<file path="src/rtl/debounce_multi_pkg.sv">
// Shared constants and width helper for the multi-channel debouncer.
package debounce_multi_pkg;

  localparam int DEF_TICK_CNT   = 500000;
  localparam int DEF_STABLE_N   = 4;
  localparam int DEF_LONG_TICKS = 200;

  // Counter width for values 0..n-1, never narrower than one bit.
  function automatic int cnt_width(input int n);
    return (n <= 1) ? 1 : $clog2(n);
  endfunction

endpackage

</file>
<file path="src/rtl/debounce_multi_ch.sv">
// One debounce channel: synchroniser, stable-sample counter, level, edge pulses, long-press hold.
module debounce_multi_ch
  import debounce_multi_pkg::*;
#(
  parameter int   STABLE_N    = DEF_STABLE_N,
  parameter int   SYNC_STAGES = 2,
  parameter int   LONG_TICKS  = DEF_LONG_TICKS,
  parameter logic RST_LEVEL   = 1'b0
) (
  input  logic clk,
  input  logic rst,
  input  logic tick,
  input  logic i,
  output logic o,
  output logic rise,
  output logic fall,
  output logic long_press
);

  localparam int SW = cnt_width(STABLE_N);
  localparam int HW = cnt_width(LONG_TICKS + 1);
  localparam logic [SW-1:0] STAB_LAST = SW'(STABLE_N - 1);
  localparam logic [HW-1:0] HOLD_MAX  = HW'(LONG_TICKS);
  localparam logic [HW-1:0] HOLD_PRE  = HW'(LONG_TICKS - 1);

  logic [SYNC_STAGES-1:0] sync;
  logic                   s;
  logic [SW-1:0]          stab;
  logic [HW-1:0]          hold;

  assign s = sync[SYNC_STAGES-1];

  always_ff @(posedge clk or negedge rst) begin
    if (!rst) sync <= {SYNC_STAGES{RST_LEVEL}};
    else      sync <= {sync[SYNC_STAGES-2:0], i};
  end

  always_ff @(posedge clk or negedge rst) begin
    if (!rst) begin
      o          <= RST_LEVEL;
      stab       <= '0;
      rise       <= 1'b0;
      fall       <= 1'b0;
      hold       <= '0;
      long_press <= 1'b0;
    end else begin
      rise       <= 1'b0;
      fall       <= 1'b0;
      long_press <= 1'b0;
      if (tick) begin
        // A differing sample must persist STABLE_N consecutive ticks; any agreeing tick restarts the count.
        if (s != o) begin
          if (stab == STAB_LAST) begin
            o    <= s;
            stab <= '0;
            rise <= s;
            fall <= ~s;
          end else begin
            stab <= stab + 1'b1;
          end
        end else begin
          stab <= '0;
        end
      end
      // Hold counts ticks with o high; saturating keeps long_press to one pulse per press.
      if (!o) begin
        hold <= '0;
      end else if (tick && hold != HOLD_MAX) begin
        hold <= hold + 1'b1;
        if (hold == HOLD_PRE) long_press <= 1'b1;
      end
    end
  end

endmodule

</file>
<file path="src/rtl/debounce_multi.sv">
// N-channel debouncer: one shared sample-tick prescaler feeding independent channels.
module debounce_multi
  import debounce_multi_pkg::*;
#(
  parameter int   N_CH        = 4,
  parameter int   TICK_CNT    = DEF_TICK_CNT,
  parameter int   STABLE_N    = DEF_STABLE_N,
  parameter int   SYNC_STAGES = 2,
  parameter int   LONG_TICKS  = DEF_LONG_TICKS,
  parameter logic RST_LEVEL   = 1'b0
) (
  input  logic            clk,
  input  logic            rst,
  input  logic [N_CH-1:0] i,
  output logic [N_CH-1:0] o,
  output logic [N_CH-1:0] rise,
  output logic [N_CH-1:0] fall,
  output logic [N_CH-1:0] long_press
);

  localparam int TW = cnt_width(TICK_CNT);
  localparam logic [TW-1:0] TICK_LAST = TW'(TICK_CNT - 1);

  logic [TW-1:0] cnt;
  logic          tick;

  assign tick = (cnt == TICK_LAST);

  always_ff @(posedge clk or negedge rst) begin
    if (!rst)      cnt <= '0;
    else if (tick) cnt <= '0;
    else           cnt <= cnt + 1'b1;
  end

  for (genvar k = 0; k < N_CH; k++) begin : g_ch
    debounce_multi_ch #(
      .STABLE_N   (STABLE_N),
      .SYNC_STAGES(SYNC_STAGES),
      .LONG_TICKS (LONG_TICKS),
      .RST_LEVEL  (RST_LEVEL)
    ) u_ch (
      .clk       (clk),
      .rst       (rst),
      .tick      (tick),
      .i         (i[k]),
      .o         (o[k]),
      .rise      (rise[k]),
      .fall      (fall[k]),
      .long_press(long_press[k])
    );
  end

endmodule
</file>
<file path="config.mk">
export PLATFORM = sky130hd
export DESIGN_NAME = debounce_multi
export DESIGN_NICKNAME = d
export VERILOG_FILES = /design/src/rtl/debounce_multi_pkg.sv /design/src/rtl/debounce_multi_ch.sv /design/src/rtl/debounce_multi.sv
export SDC_FILE = /design/constraint.sdc
export NUM_CORES = 1
export LEC_CHECK = 0
export ABC_AREA = 1
export BUFFER_PORTS_ARGS = -buffer_cell sky130_fd_sc_hd__buf_4
export CORE_MARGIN = 8
export CORE_UTILIZATION = 61
export DETAILED_ROUTE_END_ITERATION = 10
export PLACE_DENSITY = 0.79
export SLEW_MARGIN = 25
export SYNTH_ARGS = -nofsm -noshare
export SYNTH_HDL_FRONTEND = slang
export SYNTH_SLANG_ARGS = --single-unit
</file>
<file path="constraint.sdc">
create_clock -name clk -period 2.01 [get_ports clk]
set_clock_uncertainty 0.05 [all_clocks]
set_input_delay 0.1005 -clock clk [delete_from_list [all_inputs] [get_ports clk]]
set_output_delay 0.1005 -clock clk [all_outputs]
set_load 0.01 [all_outputs]
</file>
======== Word-level counts from Yosys, hierarchy flattened ========
Cells that the tools add are included.
storage, ports and cells
  register bits after elaboration ......... 83
  output and inout bits ................... 16
  word-level logic and storage cells ...... 124
  bits of input ports ..................... 6
operators by class
  eq/ne operators ......................... 21
  bitwise gates (word level) .............. 4
  add/sub/neg operators ................... 9
  muxes and demuxes ....................... 53
  reduce and logical (&&, ||, !) cells .... 8
operators with widths
  kind                                                             count
  8-bit two-way mux                                                8
  1-bit two-way mux                                                36
  8-bit by 1-bit adder with 8-bit output, second input constant    4
  8-bit equality test, second input constant                       4
  8-bit inequality test, second input constant                     4
  19-bit by 1-bit adder with 19-bit output, second input constant  1
  19-bit equality test, second input constant                      1
  19-bit two-way mux                                               1
  2-bit two-way mux                                                8
  3-bit AND reduction                                              4
  2-bit by 1-bit adder with 2-bit output, second input constant    4
  2-bit equality test, second input constant                       4
  2-bit inequality test, second input constant                     4
  1-bit logical AND                                                4
  1-bit inequality test                                            4
  1-bit inverter                                                   4

======== Depth between registers and ports, before layout ========
  depth in word-level cells ............... 4
  depth in mapped cells ................... 10
  mapped depth without buffers ............ 9

======== Hierarchy ========
A second synthesis with hierarchy kept.
second synthesis, totals
  cell total of the unflattened synthesis .. 559
  area total of the unflattened synthesis .. 4408.0 µm²
by module, submodules not included
  module             cells an instance  sequential area each (µm²)  area an instance (µm²)  times used
  debounce_multi_ch  102                400.4                       819.5                   4
  debounce_multi     151                475.5                       1129.8                  1

======== Least setup slack after synthesis ========
Ideal clock, no wire load.
  path type ............................... register -> register
  start point ............................. reg cnt[0]
  end point ............................... reg g_ch[1].u_ch.o
  path buffers ............................ 1
  library setup time ...................... 0.113 ns
  required time ........................... 1.847 ns
  stages on the path, launching flop included .. 10
  period minus slack after synthesis ...... 1.583 ns
  setup slack ............................. 0.427 ns
  arrival time ............................ 1.420 ns
  cell sequence ........................... dfrtp_1 > ha_1 > nand3_2 > inv_2 > nand3_2 > nor2_8 > buf_6 > nand3_1 > nand2_1 > inv_1
on the way
  word-level cells in the longest chain between the ends .. 2
RTL lines
  element                        RTL line                 text
  start: declaration             debounce_multi.sv:24     logic [TW-1:0] cnt;
  start signal: assignment       debounce_multi.sv:32     else cnt <= cnt + 1'b1;
  19-bit equality test           debounce_multi.sv:27     assign tick = (cnt == TICK_LAST);
  3-bit AND reduction (no line)  n/a
  end signal: assignment         debounce_multi_ch.sv:54  o <= s;
  end: declaration               debounce_multi_ch.sv:14  output logic o,
Every way passes these cells.
A chain may end at the register's enable or synchronous reset.

======== Worst setup path in the final report ========
  start point ............................. reg cnt[0]
  end point ............................... reg g_ch[0].u_ch.hold[0]
on the way
  word-level cells in the longest chain between the ends .. 3
RTL lines
  element                          RTL line                 text
  19-bit equality test             debounce_multi.sv:27
  1-bit logical AND                debounce_multi_ch.sv:68  end else if (tick && hold != HOLD_MAX) begin
  2-bit inequality test (no line)  n/a
  end signal: assignment           debounce_multi_ch.sv:69  hold <= hold + 1'b1;
  end: declaration                 debounce_multi_ch.sv:29  logic [HW-1:0] hold;
Every way passes these cells.

==> results.md <==
- Peak per-stage delay on the critical path: between 0.3 and 0.4 ns
- FP Rows: 31
- Total Negative Setup Slacks: 0 ns
- Startpoint kind of the worst setup timing path: flip-flop
- Global router's overall resource usage: a little under a fifth
- RSZ-0062 raised after global routing: false
- Required @ worst endpoint: ~2.2 ns
- Post-Route Hold Slack: roughly 0.22 ns
- Effective utilization at floorplan: a little over three fifths
- Clock network power share: about two fifths
- Detailed Routing Iterations Pass 1: 4
- Launch instance of the worst register-to-register path: cnt[0]
- Reg2Reg Depth: 9
- Sink Count: 83
- Seq cells post-synth: 83
- Ports placed on the boundary: 22
- Final Routed Wirelength: about 8900 um
- Port Buffer Count: 21
- CP max FO: 8
- Via count: between 3000 and 4000
- Status: complete, no violations
- Critical path buffers and inverters: 2
- Power density cells: 584 mW/mm^2
- Leak Pwr: roughly 0.0027 uW
- Core utilization of the finished layout: between 60 and 70%
- Area growth syn-to-layout: 10.3%
- Routed via count divided by cell count: between 5 and 6
- Achievable clock frequency: about 0.55 GHz
- Fraction of the yosys area taken by sequential cells: 45.7%
- Count of filler cells inserted in the layout: approximately 590
- Final critical path time including I/O delays and setup: between 1.5 and 2 ns
- Wire length per cell after detailed routing: approximately 13 um
- Clk Latency, worst-skew pair: about 0.36 ns
- Synthesized cell area: about 0.0045 mm^2
- Switching Share: a little over a fifth
- First-pass GRT wire length: around 16000 um
- Total global routing overflow: 0
- Part of the total power dissipated in sequential elements: a little under three fifths
- Cell at the root of the clock tree: clkbuf_8
- Setup slack of the most critical reg-to-reg path: 0.18 ns
- Max-slew violation count: 0
- VDD IR max: 456 uV
- Delay-heaviest family, CP: simple AND/OR/NAND/NOR gates
- Number of setup violations in the final report: 0
- Combinational cell fraction of total power: approximately 2.1%
- Fraction of final layout cells with drive strength greater than 1: 10.3%
- Total Die Area: ~0.010 mm^2
- Hold WC Path Type: primary input to asynchronous set/reset pin
- DR DRC count: 0
- Pin count of the biggest net entering global routing: 42
- Commonest non-fill, non-tap cell in the layout: nand2_1
- Max stage delay cell, worst path: dfrtp_1
- GPL Wtd Cong: ~0.9
- Commonest non-fill, non-tap cells in the layout: nand2_1, dfrtp_1, inv_1, nor2_1, nand3_1
- CTS H-tree lvls: 3
- Worst slew pin tran: between 0.5 and 0.6 ns
- Via count of the first global-routing pass: 3650
- Max Cap Violations: 0
- Count of antenna-violating nets left after detailed routing: 0
- Post-CTS clock slew at the launch and capture registers of the worst setup and hold paths: approximately 0.080 ns
- Die X: between 100 and 150 um
- Average size of a mapped cell: 7.72 um^2
- Int Pwr: around 2300 uW
- Post-synthesis net count: 607
- Count of routing violations after the opening detailed-route iteration: 162
- Synthesis warning total: 0
- Vertical die dimension: roughly 100 um
- Antenna cells: 0
- Number of antenna violations at the first check in global routing: 0
- HPWL after DPL: ~6400 um
- Total clock buffers created by CTS: 9
- Category of the critical setup timing path: flip-flop to flip-flop
- Area of the core region: just over 0.007 mm^2
- Worst-case headroom to the max-slew limit: ~64%
- Data arrival time of the critical path: between 2 and 2.5 ns
- Switching power: between 600 and 700 uW
- Number of instances in the synthesized netlist: roughly 590
- Cells along the critical path: ha_1 -> nand3_2 -> inv_2 -> nand3_4 -> nor2_8 -> buf_4 -> nand2_2 -> nand3_1 -> nand2_1
- Portion of the clock cycle consumed by the worst path in the final layout: between 90% and 100%
- Final hold violation count: 0
- Crit. End Element: flip-flop
- Reg-to-Reg End: g_ch[0].u_ch.hold[0]
- Layout net count: between 600 and 700
- Number of distinct standard cells referenced by the synthesized netlist: 27
- TritonCTS clock tree: built
- Deepest clock path buffer count: 2
[power by group through the flow]
stage                     registers (uW)  clock network, uW  logic, uW
after floorplan                     1710                  0       7.75
after global placement              1710                  0       55.6
after detailed placement            1710                  0       57.2
after CTS                           1680               1220       65.1
after global routing                1680               1270       72.2
final                               1680               1180       61.5
[metal layers]
metal,GRT usage (%),share of wire [%]
met2,32.4,49
met3,5.31,4.2
met1,23.1,46
met5,0,0
met4,5.98,0.96
[cells by family after synthesis]
group	count (synthesis)	share of synthesized area [%]
AOI/OAI and AO/OA	19	2.48
xor gates and xnor gates	21	4.05
adders and majority gates	13	3.58
buffers and inverters	112	10.9
DFF	83	45.7
and+or+nand+nor	340	33.2
[worst register-to-register path, delay by kind of cell, from the launching register on]
family	cells	cell delay (ns)
DFF	1	0.37
buffers and inverters	2	0.32
and+or+nand+nor	6	0.78
adders and majority gates	1	0.20
[cell usage after synthesis]
library cell | n | share of area [%]
nor3b_1 | 1 | 0.17
nand2_2 | 5 | 0.69
nor3_1 | 18 | 2.0
dfrtp_1 | 83 | 46
a21oi_1 | 7 | 0.77
o21ai_0 | 5 | 0.55
o21bai_1 | 5 | 0.83
nand3b_1 | 7 | 1.2
buf_4 | 18 | 3.0
ha_1 | 13 | 3.6
and2_1 | 3 | 0.41
nand3_1 | 67 | 7.4
nand2_1 | 144 | 12
nor2_1 | 76 | 6.3
nor2_8 | 1 | 0.44
nand3_2 | 3 | 0.66
inv_1 | 80 | 6.6
clkbuf_1 | 6 | 0.50
nand4_1 | 13 | 1.8
nor3_2 | 1 | 0.22
xor2_1 | 17 | 3.3
xnor2_1 | 4 | 0.77
a21boi_0 | 2 | 0.33
buf_6 | 1 | 0.25
inv_2 | 5 | 0.41
nor2_2 | 1 | 0.14
buf_1 | 2 | 0.17
[worst max-delay path by stage]
stage | start | endpoint | slack [ns] | cells past startpoint
6_report | cnt[0] | g_ch[0].u_ch.hold[0] | 0.18 | 9
5_1_grt | cnt[5] | g_ch[3].u_ch.hold[5] | 0.03 | 9
4_1_cts | cnt[0] | g_ch[0].u_ch.hold[0] | 0.13 | 9
3_5_place_dp | cnt[0] | g_ch[1].u_ch.hold[2] | 0.15 | 9
3_3_place_gp | cnt[0] | g_ch[2].u_ch.hold[6] | 0.24 | 9
2_1_floorplan | cnt[0] | g_ch[1].u_ch.o | 0.43 | 9
[stage by stage]
step	cell area [um^2]	power, uW	std cells	worst slack (ns)
2_1_floorplan	4540	1720	588	0.427
5_1_grt	5010	3030	712	0.0264
3_5_place_dp	4750	1770	692	0.146
6_report	5010	2930	712	0.183
3_3_place_gp	4750	1770	692	0.235
4_1_cts	4990	2960	711	0.130
[flip-flops by register name (all words and copies together) (netlist names)]
signal	flops
g_ch.u_ch.long_press	4
g_ch.u_ch.rise	4
g_ch.u_ch.o	4
g_ch.u_ch.hold	32
g_ch.u_ch.stab	8
g_ch.u_ch.sync	8
g_ch.u_ch.fall	4
cnt	19
[final cells by class]
type	count	area (um^2)	share of cell area, %
timing repair buffer	38	323	6.45
multi-input combinational	393	1980	39.4
clock inverter	4	52.6	1.05
sequential	83	2080	41.5
tap	99	124	2.47
clock buffer	10	138	2.75
inverter	85	319	6.37
[timing repair]
item                       in CTS  in global routing
hold buffers                    5                  0
resized for setup               0                  1
hold endpoints to repair       43                  0
setup buffers                   0                  1
setup endpoints to repair       0                 19
Power figures use the tool's default switching activity.
